## src/rtl/uart_pkg.sv

```systemverilog
// rtl/uart_pkg.sv - shared UART state encodings and bit-timing helper
package uart_pkg;

    typedef logic [1:0] uart_state_t;

    localparam uart_state_t ST_IDLE  = 2'd0;
    localparam uart_state_t ST_START = 2'd1;
    localparam uart_state_t ST_DATA  = 2'd2;
    localparam uart_state_t ST_STOP  = 2'd3;

    // Used by both transmitter and receiver so the two ends agree on bit length.
    function automatic int unsigned clks_per_bit(input int unsigned clk_freq,
                                                 input int unsigned baud_rate);
        return clk_freq / baud_rate;
    endfunction

endpackage

```

## src/rtl/uart_sync.sv

```systemverilog
// rtl/uart_sync.sv - two-flop synchronizer with selectable reset value
module uart_sync #(
    parameter logic RESET_VAL = 1'b1
) (
    input  logic PCLK,
    input  logic PRESETn,
    input  logic async_bit,
    output logic sync_bit
);

    logic meta;

    always_ff @(posedge PCLK or negedge PRESETn) begin
        if (!PRESETn) begin
            meta     <= RESET_VAL;
            sync_bit <= RESET_VAL;
        end else begin
            meta     <= async_bit;
            sync_bit <= meta;
        end
    end

endmodule

```

## src/rtl/uart_receiver.sv

```systemverilog
// rtl/uart_receiver.sv - 8N1-style UART receiver with centre-of-bit sampling
module uart_receiver
    import uart_pkg::*;
#(
    parameter int unsigned BAUD_RATE = 9600,
    parameter int unsigned CLK_FREQ  = 100_000_000,
    parameter int unsigned DATA_BITS = 8
) (
    input  logic                 PCLK,
    input  logic                 PRESETn,
    input  logic                 rx_serial,
    output logic [DATA_BITS-1:0] rx_data,
    output logic                 rx_valid,
    output logic                 rx_frame_err,
    output logic                 rx_busy
);

    localparam int unsigned CLKS_PER_BIT = clks_per_bit(CLK_FREQ, BAUD_RATE);
    localparam int unsigned HALF         = CLKS_PER_BIT / 2;
    localparam int unsigned CNT_W        = $clog2(CLKS_PER_BIT);
    localparam int unsigned BIT_W        = $clog2(DATA_BITS + 1);

    localparam logic [CNT_W-1:0] HALF_LAST = CNT_W'(HALF - 1);
    localparam logic [CNT_W-1:0] BIT_LAST  = CNT_W'(CLKS_PER_BIT - 1);
    localparam logic [BIT_W-1:0] DATA_LAST = BIT_W'(DATA_BITS - 1);

    generate
        if (CLKS_PER_BIT < 4) begin : g_bad_timing
            $error("uart_receiver: CLKS_PER_BIT must be at least 4");
        end
        if (DATA_BITS < 2) begin : g_bad_width
            $error("uart_receiver: DATA_BITS must be at least 2");
        end
    endgenerate

    logic                 s2;
    logic                 s3;
    uart_state_t          state;
    logic [CNT_W-1:0]     clk_cnt;
    logic [BIT_W-1:0]     bit_cnt;
    logic [DATA_BITS-1:0] shift_reg;

    uart_sync #(.RESET_VAL(1'b1)) u_sync (
        .PCLK      (PCLK),
        .PRESETn   (PRESETn),
        .async_bit (rx_serial),
        .sync_bit  (s2)
    );

    assign rx_busy = (state != ST_IDLE);

    always_ff @(posedge PCLK or negedge PRESETn) begin
        if (!PRESETn) begin
            s3           <= 1'b1;
            state        <= ST_IDLE;
            clk_cnt      <= '0;
            bit_cnt      <= '0;
            shift_reg    <= '0;
            rx_data      <= '0;
            rx_valid     <= 1'b0;
            rx_frame_err <= 1'b0;
        end else begin
            s3           <= s2;
            rx_valid     <= 1'b0;
            rx_frame_err <= 1'b0;
            case (state)
                ST_IDLE: begin
                    clk_cnt <= '0;
                    bit_cnt <= '0;
                    // Edge-triggered so a held-low break cannot restart reception.
                    if (!s2 && s3) begin
                        state <= ST_START;
                    end
                end
                ST_START: begin
                    if (clk_cnt == HALF_LAST) begin
                        clk_cnt <= '0;
                        bit_cnt <= '0;
                        state   <= s2 ? ST_IDLE : ST_DATA;
                    end else begin
                        clk_cnt <= clk_cnt + CNT_W'(1);
                    end
                end
                ST_DATA: begin
                    if (clk_cnt == BIT_LAST) begin
                        clk_cnt   <= '0;
                        shift_reg <= {s2, shift_reg[DATA_BITS-1:1]};
                        if (bit_cnt == DATA_LAST) begin
                            bit_cnt <= '0;
                            state   <= ST_STOP;
                        end else begin
                            bit_cnt <= bit_cnt + BIT_W'(1);
                        end
                    end else begin
                        clk_cnt <= clk_cnt + CNT_W'(1);
                    end
                end
                ST_STOP: begin
                    if (clk_cnt == BIT_LAST) begin
                        clk_cnt <= '0;
                        state   <= ST_IDLE;
                        if (s2) begin
                            rx_data  <= shift_reg;
                            rx_valid <= 1'b1;
                        end else begin
                            rx_frame_err <= 1'b1;
                        end
                    end else begin
                        clk_cnt <= clk_cnt + CNT_W'(1);
                    end
                end
                default: state <= ST_IDLE;
            endcase
        end
    end

endmodule

```

## config.mk

```make
export PLATFORM = sky130hd
export DESIGN_NAME = uart_receiver
export DESIGN_NICKNAME = d
export VERILOG_FILES = /design/src/rtl/uart_pkg.sv /design/src/rtl/uart_sync.sv /design/src/rtl/uart_receiver.sv
export SDC_FILE = /design/constraint.sdc
export NUM_CORES = 1
export LEC_CHECK = 0
export BUFFER_PORTS_ARGS = -buffer_cell sky130_fd_sc_hd__buf_4
export CAP_MARGIN = 20
export CORE_UTILIZATION = 53
export CTS_CLUSTER_SIZE = 8
export DETAILED_ROUTE_END_ITERATION = 7
export PLACE_DENSITY = 0.77
export RECOVER_POWER = 50
export REMOVE_ABC_BUFFERS = 1
export SETUP_SLACK_MARGIN = 0.3
export SLEW_MARGIN = 20
export SYNTH_ARGS = -nofsm -noshare
export SYNTH_HDL_FRONTEND = slang
export SYNTH_SLANG_ARGS = --single-unit
```

## constraint.sdc

```tcl
create_clock -name PCLK -period 4.4 [get_ports PCLK]
set_input_delay 0.66 -clock PCLK [delete_from_list [all_inputs] [get_ports PCLK]]
set_output_delay 0.66 -clock PCLK [all_outputs]
set_load 0.02 [all_outputs]
```

# Word-level counts from Yosys, hierarchy flattened
# Index checks and enable logic that the tools add are counted.
[word_totals]
register_bits = 41
word_cells = 53
[op_classes]
addsub = 2
eq_ne = 11
muxes = 20
n_reduce_logical = 10
[op_table]
columns = ["op", "n"]
rows = [
  ["$pmux 14 s3", 1],
  ["$mux 14", 2],
  ["$add 14x1->14 const B", 1],
  ["$eq 14x13->1 const B", 1],
  ["$eq 14x14->1 const B", 1],
  ["$mux 2", 6],
  ["$mux 4", 3],
  ["$pmux 4 s3", 1],
  ["$ne 2x2->1 const B", 5],
  ["$pmux 2 s4", 1],
  ["$mux 1", 6],
  ["$reduce_and 3->1", 2],
  ["$reduce_and 5->1", 1],
  ["$add 4x1->4 const B", 1],
  ["$eq 2x2->1 const B", 2],
  ["$eq 4x3->1 const B", 1],
  ["$reduce_bool 3->1", 1],
  ["$eq 2x1->1 const B", 1],
  ["$logic_not 2->1", 1],
  ["$reduce_and 2->1", 1],
  ["$reduce_bool 2->1", 1],
  ["$reduce_or 2->1", 1],
  ["$logic_and 1x1->1", 1],
  ["$logic_not 1->1", 1],
]

# Longest topological paths before layout
# Gate-level depths: netlist (run 1).
[logic_depth]
depth_word = 4
mapped_depth = 6
ltp_nobuf = 5

# Cells and area by module
# Synthesis (run 1) repeated with hierarchy kept, for this count alone.
[unflattened]
hier_cells = 150
hier_area_um2 = 1914.3
[modules_own_cells]
columns = ["module", "n_inst", "cells_per_inst", "area_per_inst_um2", "seq_area_each_um2"]
rows = [
  ["uart_receiver", 1, 148, 1861.8, 977.2],
  ["uart_sync", 1, 2, 52.6, 52.6],
]

# Worst setup path before layout (run 1)
# Ideal clock, no wire load.
[synth_path]
kind = "reg-to-reg"
from = "reg clk_cnt[0]"
to = "reg rx_data[0]"
setup_ps = 125
arrival_time_ps = 1627
setup_slack_ps = 2648
stages_incl_launch_ff = 6
path_buffers = 0
period_less_slack_ps = 1752
cell_sequence = "dfrtp_1 ha_1 and4_4 nand4_4 nor2_8 mux2_4"
[synth_between]
elab_chain_cells = 2
[synth_lines]
columns = ["item", "line", "text"]
rows = [
  ["start, declared", "uart_receiver.sv:39", "logic [CNT_W-1:0] clk_cnt;"],
  ["start signal, assigned", "uart_receiver.sv:81", "clk_cnt <= clk_cnt + CNT_W'(1);"],
  ["start signal, assigned", "uart_receiver.sv:95", "clk_cnt <= clk_cnt + CNT_W'(1);"],
  ["start signal, assigned", "uart_receiver.sv:109", "clk_cnt <= clk_cnt + CNT_W'(1);"],
  ["$eq 14x14->1", "uart_receiver.sv:99", "if (clk_cnt == BIT_LAST) begin"],
  ["$reduce_and 3->1 (no source line)", "n/a", ""],
  ["end signal, assigned", "uart_receiver.sv:103", "rx_data <= shift_reg;"],
  ["end, declared", "uart_receiver.sv:12", "output logic [DATA_BITS-1:0] rx_data,"],
]
# Every way passes these cells.
# A chain may end at the register's enable or synchronous reset.

==> flow_summary.yaml, run 1 <==
sta:
  period_needed_ns: 2.198
  worstMarginPinSlew_ns: 2.133
  rsz0062_at_grt: "no"
  finalCritPeriodShare_pct: 49.95
  timing.hold.ws_ns: 0.3618
  fmax_mhz: 455.0
  tns_ns: 0
  final-hold-violation-count: 0
  slew_viol_final: 42
  skew_ns: 0.01145
  slew_headroom_pct: -42.20
  setup_viol: 0
logic_synthesis:
  ys_top_cells_by_area: "dfrtp_1, mux2_4, dfstp_2"
  yosys-top-cells-count: "dfrtp_1, mux2_4, nor2_1"
  synth.most_common_cell: "dfrtp_1"
  synthArstFlopShare_pct: 100.0
  synth_seq_area_share_pct: 52.15
  synth_edf_count: 0
  yosys_register_bits: 41
  yosysWarningCount: 0
  synthFlopType: "dfrtp_1"
  synth_area_leader_cell: "dfrtp_1"
  yosysUniqueCellTypes: 43
  avgSynthCellArea_sq_um: 12.90
  syn_inst: 153
  syn_area_sq_um: 1974
  synth_top_area_share_pct: 48.16
cells_and_area:
  drive_gt1_share_pct: 28.49
  nFillCells: 271
  nNetsFinal: 177
  largest_register_ffs: 14
  syn_to_final_growth_pct: 12.42
  final_cell_area_sq_um: 2220
  antenna_cells: 0
  fin_cells: 218
critical_path:
  path_class: "input pin to asynchronous set/reset pin"
  path_buf_inv: 1
  critPathTopFamily: "buffers and inverters"
  cp.arrival_ns: 2.18
  start_kind: "input pin"
  path_cells: "clkbuf_1"
  r2r.worst_path.cells: 5
  worstSetupPathDepth: 1
  crit_path_end_kind: "asynchronous set/reset pin"
  cp_max_fo: 41
  max_stage_delay_ns: 1.50
  timing.critical_path.slowest_stage_cell: "clkbuf_1"
  crit_required_ns: 4.38
power:
  fin_total_pwr_w: 0.0008424
  power.density_nw_per_um2: 379.5
  irDropWorstVdd_v: 0.0002819
  leakagePower_nw: 1.074
detailed_routing:
  drc_errors: 0
  postRouteAntennaNets: 0
  drtPass1Iterations: 4
  wirelength_um: 3457
  drtIter0Drc: 73
  routed_via_density: 5.596
  vias: 1220
  wl_per_cell_um: 15.86
clock_tree:
  cts_max_level: 2
  insertion_delay_ns: 0.30
  cts_buffers: 5
  cts_hold_buf: 0
  cts_tree: "done"
  cts.sinks: 41
  cts_setup_buffers: 0
  clk_pin_slew_ns: 0.07
  cts_resized: 0
  cts_max_path_buffers: 2
  root_buffer: "clkbuf_8"
status:
  outcome: "complete, but fails checks"
  violations: "max-capacitance violations, max-slew violations"
placed_design:
  place_inst: 210
  dp_hpwl_um: 2427
  place_area_sq_um: 2111
  gp_congestion: 0.8264
  io_buffers: 13
global_route:
  grt_max_degree: 42
  antenna_found_initial: 0
  grt_util_met2_pct: 31.05
  grtUsageMet3_pct: 4.927
  grt_pass1_wl_um: 6044
  grt_usage_pct: 20.02
  overflow: 0
  top_usage_layer: "met2"
  grt_pass1_vias: 1252
  grt_util_met1_pct: 27.26
floorplan:
  die_h_um: 63.04
  die_w_um: 63.04
  ios: 14
  dieArea_sq_um: 3973
  core-area_sq_um: 3442
  initial_utilization_pct: 57.36
  row_count: 21
min_path:
  hold_depth: 0
  hold_path.class: "flop to flop"
flow_run:
  cap_violations: 1
placed cells by master (no fill, tap or decap), types with 3 or more instances in the layout:
master	instances
clkbuf_8	6
inv_1	5
nor2_1	14
and4_2	3
mux2_4	16
nand3_1	5
xnor2_1	3
nand4_1	5
clkbuf_1	3
ha_1	3
nand2_1	4
xor2_1	8
a21oi_1	3
and4_1	3
dfrtp_1	38
buf_4	9
and3_1	3
stage by stage:
step | setup slack [ns] | util [%]
after floorplan | 2.647 | -
after CTS | 2.401 | 64.81
after detailed placement | 2.487 | 61.32
after global routing | 1.764 | 64.49
final | 2.202 | 64.49
after global placement | 2.571 | 61.32
final timing paths:
check                                            from                        end  slack (ns)
worst max register to register   clk_cnt[0]$_DFF_PN0_     rx_data[5]$_DFFE_PN0P_        2.49
worst min register to register  u_sync.meta$_DFF_PN1_  u_sync.sync_bit$_DFF_PN1_        0.36
min in group asynchronous                     PRESETn     rx_data[0]$_DFFE_PN0P_        0.98
worst min-delay path            u_sync.meta$_DFF_PN1_  u_sync.sync_bit$_DFF_PN1_        0.36
max in group PCLK                                flop                    rx_busy        2.39
worst max-delay path                          PRESETn       clk_cnt[0]$_DFF_PN0_        2.20
report_power, final:
| part | total [W] | switching, W | internal, W | leakage [nW] |
|---|---|---|---|---|
| clock | 0.000317 | 0.000132 | 0.000184 | 0.0574 |
| sequential | 0.000437 | 0.0000349 | 0.000402 | 0.552 |
| combinational | 0.0000890 | 0.0000474 | 0.0000416 | 0.464 |
| total | 0.000842 | 0.000214 | 0.000628 | 1.07 |
kinds of logic after synthesis:
kind of cell | Yosys count | share of synthesized area (%)
and+or+nand+nor | 58 | 20.03
DFF | 41 | 52.15
muxes | 18 | 13.18
AOI/OAI and AO/OA | 15 | 5.957
xor gates and xnor gates | 11 | 4.880
buffers and inverters | 7 | 1.901
adders and majority gates | 3 | 1.901
area by class of cell:
class / instances / area [sq um] / area share, %
clock inverters: 2 / 37.54 / 1.691
repair buffers: 13 / 86.33 / 3.890
flip-flops and latches: 41 / 1030 / 46.39
inverters: 5 / 18.77 / 0.8455
multi-input cells: 105 / 907.1 / 40.87
well taps: 46 / 57.56 / 2.593
clock buffers: 6 / 82.58 / 3.720
routing by layer:
metal  share of wire [%]  up-vias
li1                    -      590
met1                  48      613
met2                  48       11
met3                 2.5        6
met4                 1.4        0
met5                   0        -
Power figures use the tool's default switching activity.
==> inputs of run 2 (changes only) <==
- clock period: 4.4 -> 2.3 ns (I/O delays scaled with it)
==> run 2 against run 1 <==
The flow now finishes without violations; sequential power is 91% higher; hold slack got worse by 0.21 ns; count of clock-buffer cells in the layout is the same; via count up 3.2%; global-route usage is 0.21 points higher; power is 92% higher; flip-flop and latch count is the same; non-clock buffer count rose by 2; critical endpoint is now shift_reg[4]$_DFFE_PN0P_; largest cell class unchanged; largest power group unchanged.
==> flow_summary.yaml, run 2 (synthesis gave the netlist of run 1 again) <==
status:
  outcome: "finished, final reports clean"
clock_tree:
  cts_tree: "done"
  clk_pin_slew_ns: 0.08
  cts_max_path_buffers: 2
  cts_resized: 0
  insertion_delay_ns: 0.30
  cts_buffers: 5
  root_buffer: "clkbuf_8"
  cts.sinks: 41
  cts_max_level: 2
critical_path:
  path_buf_inv: 0
  crit_path_end_kind: "flop"
  ff2ff_setup_slack_ns: 0.41
  cp_max_fo: 8
  path_cells: "ha_1 > and4_4 > nand4_4 > nor2_8 > mux2_4"
  timing.critical_path.slowest_stage_cell: "dfrtp_1"
  cp.arrival_ns: 2.07
  reg2reg_to: "shift_reg[4]$_DFFE_PN0P_"
  crit_start: "clk_cnt[0]$_DFF_PN0_"
  crit_required_ns: 2.48
  worstSetupPathDepth: 5
  start_kind: "flop"
  critPathTopFamily: "simple AND/OR/NAND/NOR gates"
  r2r.worst_path.cells: 5
  path_class: "flop to flop"
  endpoint: "shift_reg[4]$_DFFE_PN0P_"
  crit-reg2reg-launch: "clk_cnt[0]$_DFF_PN0_"
  max_stage_delay_ns: 0.41
global_route:
  grt_usage_pct: 20.24
  grtUsageMet3_pct: 5.839
  antenna_found_initial: 0
  grt_pass1_wl_um: 6072
  grt_pass1_vias: 1271
  grt_max_degree: 42
  grt_util_met2_pct: 31.99
  top_usage_layer: "met2"
  overflow: 0
  grt_util_met1_pct: 25.72
detailed_routing:
  drtIter0Drc: 31
  vias: 1259
  wirelength_um: 3427
  routed_via_density: 5.723
  postRouteAntennaNets: 0
  drc_errors: 0
  drtPass1Iterations: 4
  wl_per_cell_um: 15.58
cells_and_area:
  antenna_cells: 0
  nFillCells: 252
  largest_register_ffs: 14
  nNetsFinal: 179
  multiInputGateArea_sq_um: 907.1
  final_core_util_pct: 64.96
  drive_gt1_share_pct: 29.89
  ff_latch_area_sq_um: 1030
  layout_commonest_cell: "dfrtp_1"
  syn_to_final_growth_pct: 13.24
  layout_common_cells: "dfrtp_1, mux2_4, nor2_1"
sta:
  timing.hold.ws_ns: 0.1525
  fin_ws_ns: 0.4146
  rsz0062_at_grt: "no"
  slew_headroom_pct: 33.11
  slew_viol_final: 0
  period_needed_ns: 1.885
  setup_viol: 0
  fmax_mhz: 530.4
  final-hold-violation-count: 0
  tns_ns: 0
  worstMarginPinSlew_ns: 1.003
  finalCritPeriodShare_pct: 81.97
  skew_ns: 0.005960
placed_design:
  gp_congestion: 0.8265
  io_buffers: 13
  pre_cts_ws_ns: 0.3962
  dp_hpwl_um: 2419
floorplan:
  die_w_um: 63.04
  core-area_sq_um: 3442
  initial_utilization_pct: 57.36
  die_h_um: 63.04
  row_count: 21
  ios: 14
  dieArea_sq_um: 3973
min_path:
  hold_path.class: "input pin to flop"
flow_run:
  cap_violations: 0
power:
  fin_total_pwr_w: 0.001614
  leakagePower_nw: 1.087
  power.density_nw_per_um2: 721.7
  irDropWorstVdd_v: 0.0006205
==> run 2: cell types whose count changed in the layout (fill, tap and decap cells not counted) <==
cell      change
clkbuf_2      +1
buf_4         +2
clkbuf_1      -1
==> run 2: worst min path at each step <==
stage,slack [ns],to,cells after the start,start
2_1_floorplan,0.05,asynchronous set/reset pin,0,PRESETn
3_3_place_gp,0.34,clk_cnt[13]$_DFF_PN0_,1,PRESETn
3_5_place_dp,0.35,bit_cnt[1]$_DFFE_PN0P_,1,PRESETn
4_1_cts,0.02,rx_data[0]$_DFFE_PN0P_,1,PRESETn
5_1_grt,0.14,u_sync.meta$_DFF_PN1_,1,rx_serial
6_report,0.15,u_sync.meta$_DFF_PN1_,1,rx_serial
==> run 2: area by class of cell <==
cell class	instances	share of cell area [%]
Sequential cell	41	46.06
Multi-Input combinational cell	105	40.57
Timing Repair Buffer	15	4.589
Clock buffer	6	3.693
Tap cell	46	2.574
Clock inverter	2	1.679
Inverter	5	0.8394
==> run 2: metrics by stage <==
step,std cells,instance area (sq um)
floorplan,151,1956
CTS,218,2231
global route,220,2236
detailed placement,210,2111
finish,220,2236
global placement,210,2111
==> run 2: where the power goes <==
part	leakage [nW]	switching (W)	internal, W
logic	0.478	0.0000925	0.0000859
registers	0.552	0.0000644	0.000769
clock network	0.0574	0.000249	0.000353
==> run 2: routing by layer <==
metal | vias to the layer above | wire length, um
li1 | 594 | -
met1 | 632 | 1550
met2 | 26 | 1691
met3 | 7 | 128
met4 | 0 | 55
met5 | - | 0
==> run 2: timing repair <==
item	in CTS	in global routing
buffers inserted	0	2
setup endpoints to repair	0	19
hold buffers	0	0
==> inputs of run 3 (changes only) <==
- ABC_AREA: unset -> 1
- clock period: 2.3 -> 1.77 ns (I/O delays scaled with it)
==> run 3 against run 2 <==
Die area rose by 3.6%; routed wire length rose by 29%; hold slack worse by 0.075 ns; cell area increased by 16%; power is 68% higher; sequential power is 34% higher; clock power grew 24%; global-route usage rose by 2.7 points; via count rose by 34%; largest cell class is now multi-input gates; largest power group unchanged; highest routed layer unchanged.
==> flow_summary.yaml, run 3 <==
status:
  outcome: "finished, final reports clean"
flow_run:
  cap_violations: 0
sta:
  slew_viol_final: 0
  worstMarginPinSlew_ns: 0.9712
  setup_viol: 0
  slew_headroom_pct: 35.25
  final-hold-violation-count: 0
  timing.hold.ws_ns: 0.07795
  skew_ns: 0.008935
  rsz0062_at_grt: "yes"
  tns_ns: 0
  fmax_mhz: 649.7
  period_needed_ns: 1.539
  finalCritPeriodShare_pct: 86.95
critical_path:
  cp_max_fo: 8
  path_class: "flop to flop"
  cp.arrival_ns: 1.72
  start_kind: "flop"
  crit_required_ns: 1.95
  crit_path_end_kind: "flop"
logic_synthesis:
  yosys-top-cells-count: "nand2_1, dfrtp_1, nor2_1"
  ys_top_cells_by_area: "dfrtp_1, nand2_1, o21ai_2"
  synth.most_common_cell: "nand2_1"
  yosysUniqueCellTypes: 34
  synthFlopType: "dfrtp_1"
  yosys_register_bits: 41
  synth_area_leader_cell: "dfrtp_1"
  syn_area_sq_um: 2047
  syn_inst: 231
  synth_seq_area_share_pct: 50.31
  synth_edf_count: 0
  yosysWarningCount: 0
  avgSynthCellArea_sq_um: 8.861
  synthArstFlopShare_pct: 100.0
  synth_top_area_share_pct: 46.45
floorplan:
  initial_utilization_pct: 55.50
  die_w_um: 64.15
  row_count: 22
  core-area_sq_um: 3689
  dieArea_sq_um: 4115
  ios: 14
  die_h_um: 64.15
global_route:
  antenna_found_initial: 0
  grt_pass1_wl_um: 7079
  overflow: 0
  grt_max_degree: 42
  grt_usage_pct: 22.95
  grt_pass1_vias: 1545
power:
  p_comb_share_pct: 30.9
  internal-power_w: 0.001785
  switching_power_w: 0.0009206
  power.density_nw_per_um2: 1042
  leakagePower_nw: 1.176
  switching_share_pct: 34.03
  irDropWorstVdd_v: 0.0009607
  pwr-share-seq_pct: 41.5
  fin_total_pwr_w: 0.002705
  clock_power_share_pct: 27.6
placed_design:
  io_buffers: 13
  gp_congestion: 0.8800
  dp_hpwl_um: 2654
clock_tree:
  clk_pin_slew_ns: 0.08
  root_buffer: "clkbuf_8"
  cts_buffers: 5
  cts_max_level: 2
  insertion_delay_ns: 0.30
  cts_max_path_buffers: 2
  cts.sinks: 41
  cts_tree: "done"
detailed_routing:
  vias: 1682
  drtIter0Drc: 130
  wirelength_um: 4405
  drtPass1Iterations: 4
  postRouteAntennaNets: 0
  routed_via_density: 5.391
  wl_per_cell_um: 14.12
  drc_errors: 0
cells_and_area:
  layout_commonest_cell: "nand2_1"
  syn_to_final_growth_pct: 26.83
  layout_common_cells: "nand2_1, dfrtp_1, inv_1"
  nFillCells: 264
  drive_gt1_share_pct: 36.74
  antenna_cells: 0
  largest_register_ffs: 14
  nNetsFinal: 269
min_path:
  hold_path.class: "input pin to flop"
-- run 3: worst paths after layout --
path                                             endpoint  slack (ns)  depth (start not counted)                  start
worst max register to register     rx_data[7]$_DFFE_PN0P_        0.23                          8   clk_cnt[1]$_DFF_PN0_
worst min register to register  u_sync.sync_bit$_DFF_PN1_        0.37                          0  u_sync.meta$_DFF_PN1_
worst max-delay path               rx_data[7]$_DFFE_PN0P_        0.23                          8   clk_cnt[1]$_DFF_PN0_
max in group asynchronous            clk_cnt[0]$_DFF_PN0_        0.45                          2                PRESETn
min in group asynchronous              rx_valid$_DFF_PN0_        0.65                          2                PRESETn
worst min-delay path                u_sync.meta$_DFF_PN1_        0.08                          1              rx_serial
-- run 3: power groups by stage --
stage                     logic (W)  clock network, W  registers [W]
after floorplan            0.000359                 0        0.00109
after global placement     0.000531                 0        0.00111
after detailed placement   0.000535                 0        0.00111
after CTS                  0.000673          0.000755        0.00111
after global routing       0.000905          0.000790        0.00113
final                      0.000837          0.000747        0.00112
-- run 3: cells by family after synthesis --
family,after synthesis,synth area share (%)
fa+ha+maj,3,1.834
flops,41,50.31
simple gates,120,28.73
compound gates,31,10.39
buf+inv,31,6.601
xor+xnor,5,2.139
-- run 3: final cells by class --
type                       instances  area (sq um)  share of cell area [%]
tap                               48         60.06                   2.313
timing repair buffer              27         210.2                   8.096
sequential                        41          1035                   39.86
multi-input combinational        160          1076                   41.45
clock buffer                       6         72.57                   2.795
clock inverter                     2         35.03                   1.349
inverter                          28         107.6                   4.145
-- run 3: layer usage --
metal / wire, um / up-vias / GRT usage, %
met4: 99 / 0 / 10.00
li1: - / 810 / -
met2: 2167 / 50 / 38.16
met5: 0 / - / 0
met3: 201 / 13 / 5.179
met1: 1936 / 809 / 28.60
-- run 3: what timing repair did --
item / in CTS / in global routing
gates cloned: 1 / 0
setup endpoints to repair: 31 / 37
hold endpoints to repair: 38 / 0
hold buffers: 1 / 0
pin swaps: 7 / 11
setup buffers: 6 / 5
gates resized for setup: 22 / 30
-- run 3: worst max-delay path, cell delays in order (launching register included) --
cell     delay (ns)
dfrtp_1        0.40
ha_4           0.17
nand3_4        0.13
inv_4          0.10
nand4_4        0.08
nor2_4         0.19
nand3_4        0.18
nand2_2        0.13
o21ai_2        0.05
-- run 3: through the flow --
step	area, sq um	instances	setup slack [ns]	utilization [%]
floorplan	2017	228	0.2947	-
global placement	2190	291	0.1098	59.36
detailed placement	2190	291	0.09204	59.36
CTS	2462	307	0.2365	66.76
global route	2596	312	0.1511	70.39
finish	2596	312	0.2309	70.39
